`config.mk`:
```
export PLATFORM = sky130hd
export DESIGN_NAME = memory_stage
export DESIGN_NICKNAME = d
export VERILOG_FILES = /design/src/rtl/memory_stage.sv
export SDC_FILE = /design/constraint.sdc
export NUM_CORES = 1
export LEC_CHECK = 0
export ABC_CLOCK_PERIOD_IN_PS = 2500
export BUFFER_PORTS_ARGS = -buffer_cell sky130_fd_sc_hd__buf_4
export CORE_AREA = 5 5 238 240
export DETAILED_ROUTE_END_ITERATION = 10
export DIE_AREA = 0 0 243 245
export HOLD_SLACK_MARGIN = 0.05
export PLACE_DENSITY = 0.57
export SLEW_MARGIN = 20
export SYNTH_ARGS = -nofsm -noshare
export SYNTH_HDL_FRONTEND = slang
export SYNTH_SLANG_ARGS = --single-unit
```
`constraint.sdc`:
```
create_clock -name clk -period 2.5 [get_ports clk]
set_input_delay 0.125 -clock clk [delete_from_list [all_inputs] [get_ports clk]]
set_output_delay 0.125 -clock clk [all_outputs]
set_load 0.02 [all_outputs]
```
`src/rtl/memory_stage.sv`:
```
// memory_stage: M pipeline stage between E and W. Registers the EM bus, aligns load data and
// holds it across W back-pressure. Build option: MEM_LOAD_FWD_EN forwards load data to D.

`ifndef PB_BUS_Wid
`define PB_BUS_Wid 32
`endif
`ifndef EM_BUS_Wid
`define EM_BUS_Wid 235
`endif
`ifndef MW_BUS_Wid
`define MW_BUS_Wid 231
`endif
`ifndef MD_for_BUS_Wid
`define MD_for_BUS_Wid 120
`endif

module memory_stage (
    input  logic                       clk,
    input  logic                       rstn,
    input  logic                       W_allowin,
    output logic                       M_allowin,
    input  logic                       EM_valid,
    input  logic [`EM_BUS_Wid-1:0]     EM_BUS,
    output logic                       MW_valid,
    output logic [`MW_BUS_Wid-1:0]     MW_BUS,
    output logic [`MD_for_BUS_Wid-1:0] MD_for_BUS,
    input  logic                       ex_en,
    input  logic [31:0]                data_sram_rdata
);

    // Pipeline state
    logic                   m_valid_q;
    logic [`EM_BUS_Wid-1:0] em_bus_q;
    logic                   ex_flag_q;
    logic                   buf_valid_q;
    logic [31:0]            buf_data_q;

    // EM bus fields
    logic [`PB_BUS_Wid-1:0] pb_bus;
    logic [31:0]            pc;
    logic [31:0]            bus_rf_wdata;
    logic                   gr_we;
    logic [4:0]             dest;
    logic [3:0]             res_from_mem;
    logic [31:0]            vaddr;
    logic                   ex;
    logic [7:0]             ecode;
    logic [8:0]             esubcode;
    logic [13:0]            csr_addr;
    logic                   csr_we;
    logic [31:0]            csr_wmask;
    logic [31:0]            csr_wdata;

    assign {pb_bus, pc, bus_rf_wdata, gr_we, dest, res_from_mem, vaddr, ex, ecode, esubcode,
            csr_addr, csr_we, csr_wmask, csr_wdata} = em_bus_q;

    logic        ex_m;
    logic        is_load;
    logic [31:0] raw_data;
    logic [7:0]  byte_sel;
    logic [15:0] half_sel;
    logic [31:0] load_data;
    logic [31:0] rf_wdata_m;
    logic [31:0] fwd_wdata;
    logic [3:0]  fwd_res;

    // M never stalls on its own, so it can accept whenever W drains it.
    assign M_allowin = !m_valid_q || W_allowin;
    assign MW_valid  = m_valid_q;

    assign ex_m    = m_valid_q && ex;
    assign is_load = |res_from_mem;

    // SRAM data is only valid in the first M cycle; afterwards the held copy is used.
    always_comb begin
        raw_data = buf_valid_q ? buf_data_q : data_sram_rdata;

        byte_sel = raw_data[7:0];
        unique case (vaddr[1:0])
            2'b00: byte_sel = raw_data[7:0];
            2'b01: byte_sel = raw_data[15:8];
            2'b10: byte_sel = raw_data[23:16];
            2'b11: byte_sel = raw_data[31:24];
        endcase

        half_sel = vaddr[1] ? raw_data[31:16] : raw_data[15:0];

        load_data = raw_data;
        if (res_from_mem[3]) begin
            load_data = raw_data;
        end else if (res_from_mem[1]) begin
            load_data = {{16{half_sel[15] & ~res_from_mem[2]}}, half_sel};
        end else if (res_from_mem[0]) begin
            load_data = {{24{byte_sel[7] & ~res_from_mem[2]}}, byte_sel};
        end

        rf_wdata_m = is_load ? load_data : bus_rf_wdata;
    end

`ifdef MEM_LOAD_FWD_EN
    // Load value is final here, so D can bypass it without a load-use stall.
    assign fwd_wdata = rf_wdata_m;
    assign fwd_res   = 4'b0000;
`else
    assign fwd_wdata = bus_rf_wdata;
    assign fwd_res   = res_from_mem;
`endif

    assign MW_BUS = {pb_bus, pc, rf_wdata_m, gr_we && !ex_m, dest, vaddr, ex, ecode, esubcode,
                     csr_addr, csr_we, csr_wmask, csr_wdata};

    assign MD_for_BUS = {fwd_res,
                         dest & {5{m_valid_q && gr_we && !ex_m}},
                         fwd_wdata,
                         csr_we && m_valid_q,
                         csr_addr,
                         csr_wmask,
                         csr_wdata};

    always_ff @(posedge clk) begin
        if (!rstn) begin
            m_valid_q   <= 1'b0;
            em_bus_q    <= '0;
            ex_flag_q   <= 1'b0;
            buf_valid_q <= 1'b0;
            buf_data_q  <= '0;
        end else begin
            if (ex_en) begin
                m_valid_q <= 1'b0;
                em_bus_q  <= '0;
            end else if (M_allowin) begin
                m_valid_q <= EM_valid && !ex_flag_q;
                if (EM_valid) begin
                    em_bus_q <= EM_BUS;
                end
            end

            // Younger instructions stay invalid until the exception commits in W.
            if (ex_m) begin
                ex_flag_q <= 1'b1;
            end else if (ex_en) begin
                ex_flag_q <= 1'b0;
            end

            if (ex_en || M_allowin) begin
                buf_valid_q <= 1'b0;
                buf_data_q  <= '0;
            end else if (m_valid_q && is_load && !buf_valid_q && !W_allowin) begin
                buf_valid_q <= 1'b1;
                buf_data_q  <= data_sram_rdata;
            end
        end
    end

endmodule

```
==> metrics.md <==
| Metric | Value |
|---|---|
| Final core occ | 0.378 |
| VDD IR max | between 0.4 and 0.5 mV |
| CTS tree | done |
| P_leak | between 8 and 9 nW |
| Die H | about 250 um |
| Worst Path Max Fanout | 7 |
| Ys flop type | dfxtp_1 |
| Fraction of layout cells with a size suffix above 1 | 0.332 |
| Synthesized area | around 13000 um2 |
| Placeable Area | 54400 um2 |
| Status | finished, violations left |
| Vias in the first global route | 13.6k |
| Cts bufs inserted | 34 |
| Share of the synthesized area in the top cell type | 0.409 |
| Vias per cell | approximately 4.4 |
| CTS clk-pin slew, worst paths | roughly 0.060 ns |
| Largest net degree at the start of global routing | ~140 |
| IO Port Bufs | 624 |
| Crit path DAT | 2.38 ns |
| P&R area growth vs syn | 55.7% |
| RSZ-0062 raised after global routing | true |
| RD Place Congestion | 0.955 |
| Die Wd | 243 um |
| Final setup fails | 3 |
| Worst skew pair latency | around 0.53 ns |
| Routed length per placed instance | between 15 and 20 um |
| Placed inst area | approximately 16000 um2 |
| ANT nets after route | 0 |
| Final Cycle Share | 1.00 |
| Post-detail-place hpwl | between 30000 and 40000 um |
| Hold Fails Final Rpt | 0 |
| Synth cell count leaders | nand2_1 (563), buf_4 (316), a21oi_1 (293) |
| Cell variety after synth | 45 |
| Yosys warnings | 0 |
| Setup ws final | -0.00633 ns |
| Failing checks | setup timing |
| Syn_nets | 2006 |
| Clock Tree Buf Depth | 3 |
| Combinational share of power | 0.186 |
| Clock skew | 0.0149 ns |
| Clock Sinks | 270 |
| Sequential area share after synthesis | 0.409 |
| Worst-Margin Slew | around 0.80 ns |
| Synthesized flop and latch total | between 200 and 300 |
| Worst min path class | in2reg |
| DRC | 0 |
| Clock share of power | 0.425 |
| Antenna violations before repair | 7 |
| Row count | 86 |
| Post-synth EDFFs | 0 |
| Total GRT Usage | 0.166 |
| Startpoint types | flop |
| Vias | approximately 13k |
| Post-synth ARST share | 0 |
| Htree depth | 2 |
| Worst slew margin | 0.465 |
| NetSw | ~3.1 mW |
| Syn Area/Cell | approximately 7.6 um2 |
| First-pass DRT Iterations | 5 |
| Fin crit period | 2.51 ns |
| Final instance area | about 21000 um2 |
| Fill cell count | 5515 |
| Total power | around 12 mW |
| Syn Inst Count | about 1.7k |
| Setup TNS | -0.0110 ns |
| Initial Util | 0.243 |
| Crit Path Class | reg2out |
| Global-route wire length before repair | roughly 80000 um |
| Grt ovf | 0 |
| Nets@finish | 2575 |
| Design internal power | approximately 8.5 mW |
| Maxcap violations | 0 |
| Max-slew violation count | 0 |
| Pwr/cell area | 566 nW/um2 |
| Synth area leader | dfxtp_1 |
| Clock root cell | clkbuf_16 |
| DRC marker count from the first detailed-route iteration | 905 |
| Sw frac | 0.270 |
| I/O pins | 625 |
| Most common cell in the netlist | nand2_1 |
| Worst setup EP type | output pin |
| Fmax | 0.399 GHz |
| Synth top area cells | dfxtp_1 (41%), buf_4 (18%), nand2_1 (16%) |
| WP data required | ~2.4 ns |
| Pre-CTS setup slack | 0.343 ns |
| Flop pwr share | 0.389 |
| Final WL | about 53000 um |
| DIE AREA | roughly 60000 um2 |
==> metal layers <==
| metal | global-route usage | part of all wire | wire length, um |
|---|---|---|---|
| met3 | 0.0480 | 0.081 | 4300 |
| met2 | 0.281 | 0.48 | 25400 |
| met4 | 0.0492 | 0.027 | 1450 |
| met5 | 0 | 0.00025 | 13 |
| met1 | 0.206 | 0.41 | 21700 |
==> power groups by stage <==
stage	clock, mW	sequential, mW	combinational [mW]
2_1_floorplan	0	4.58	1.05
3_3_place_gp	0	4.62	1.77
3_5_place_dp	0	4.62	1.77
4_1_cts	5.12	4.53	2.15
5_1_grt	5.32	4.54	2.32
6_report	4.95	4.53	2.17
==> worst max-delay path, cell delays in order (launching register included) <==
cell       delay, ns
dfxtp_4         0.37
bufbuf_16       0.27
buf_4           0.12
mux2i_1         0.23
o22ai_2         0.13
o21ai_2         0.23
buf_4           0.19
o221ai_1        0.12
buf_4           0.20
==> metrics by stage <==
stage / hold WS (ns) / instances
finish: 0.0820 / 3035
global placement: 0.371 / 2673
CTS: 0.0647 / 3025
floorplan: 0.261 / 1734
detailed placement: 0.380 / 2673
global route: 0.0783 / 3035
==> state kept, by name, summed over array words and instances, names as in the netlist <==
signal / count
MW_valid: 1
ex_flag_q: 1
buf_valid_q: 1
em_bus_q: 235
buf_data_q: 32
==> path summary, 6_finish.rpt <==
kind,start,endpoint,slack [ns],cells after the start
min,ex_en,em_bus_q[32],0.08,3
max,em_bus_q[98],MW_BUS[157],-0.006,8
max reg2reg,MW_valid,em_bus_q[89],0.32,6
min reg2reg,em_bus_q[226],em_bus_q[226],0.45,2
==> repair_timing <==
item                                   in CTS  in global routing
setup endpoints to repair                  26                 29
hold buffers                              285                  0
setup buffers                               5                  6
gates resized for setup                    26                 25
gates cloned                                1                  1
endpoints found under the hold margin     269                  0
pin swaps                                   6                 21
==> final cells by class <==
cell class                 count  area, um2  share of cell area
inverter                       5       26.3             0.00128
sequential                   270       5420               0.263
clock buffer                  50       1000              0.0487
clock inverter                11        130             0.00632
timing repair buffer         960       8090               0.393
tap                          704        881              0.0428
multi-input combinational   1032       5050               0.245
antenna                        3       7.51            0.000364
==> logic make-up after synthesis <==
family                 Yosys count  share of synthesized area
multiplexers                    41                     0.0395
buffers and inverters          432                      0.217
AND/OR/NAND/NOR                622                      0.183
AO/OA/AOI/OAI                  369                      0.152
flip-flops                     270                      0.409
==> cells in the final DEF (no fill, tap or decap), types with 3 or more instances in the layout <==
| master | instances |
|---|---|
| buf_4 | 661 |
| nand2_1 | 563 |
| a21oi_1 | 290 |
| dlygate4sd3_1 | 285 |
| dfxtp_1 | 265 |
| clkbuf_16 | 35 |
| mux2i_1 | 30 |
| nor2_1 | 27 |
| o21ai_0 | 19 |
| o221ai_1 | 14 |
| buf_12 | 10 |
| clkbuf_1 | 8 |
| a31oi_1 | 7 |
| mux4_2 | 7 |
| clkbuf_8 | 7 |
| and3_1 | 5 |
| nand2b_1 | 5 |
| clkinv_2 | 5 |
| o211ai_1 | 4 |
| o21ai_1 | 4 |
| nand3_1 | 4 |
| and2_4 | 4 |
| diode_2 | 3 |
| a21oi_2 | 3 |
| clkinvlp_4 | 3 |
| inv_1 | 3 |
| a22oi_1 | 3 |
| a221oi_2 | 3 |
| o31ai_2 | 3 |
| and2_1 | 3 |
| o22ai_1 | 3 |
| dfxtp_2 | 3 |
Power figures use the tool's default switching activity.
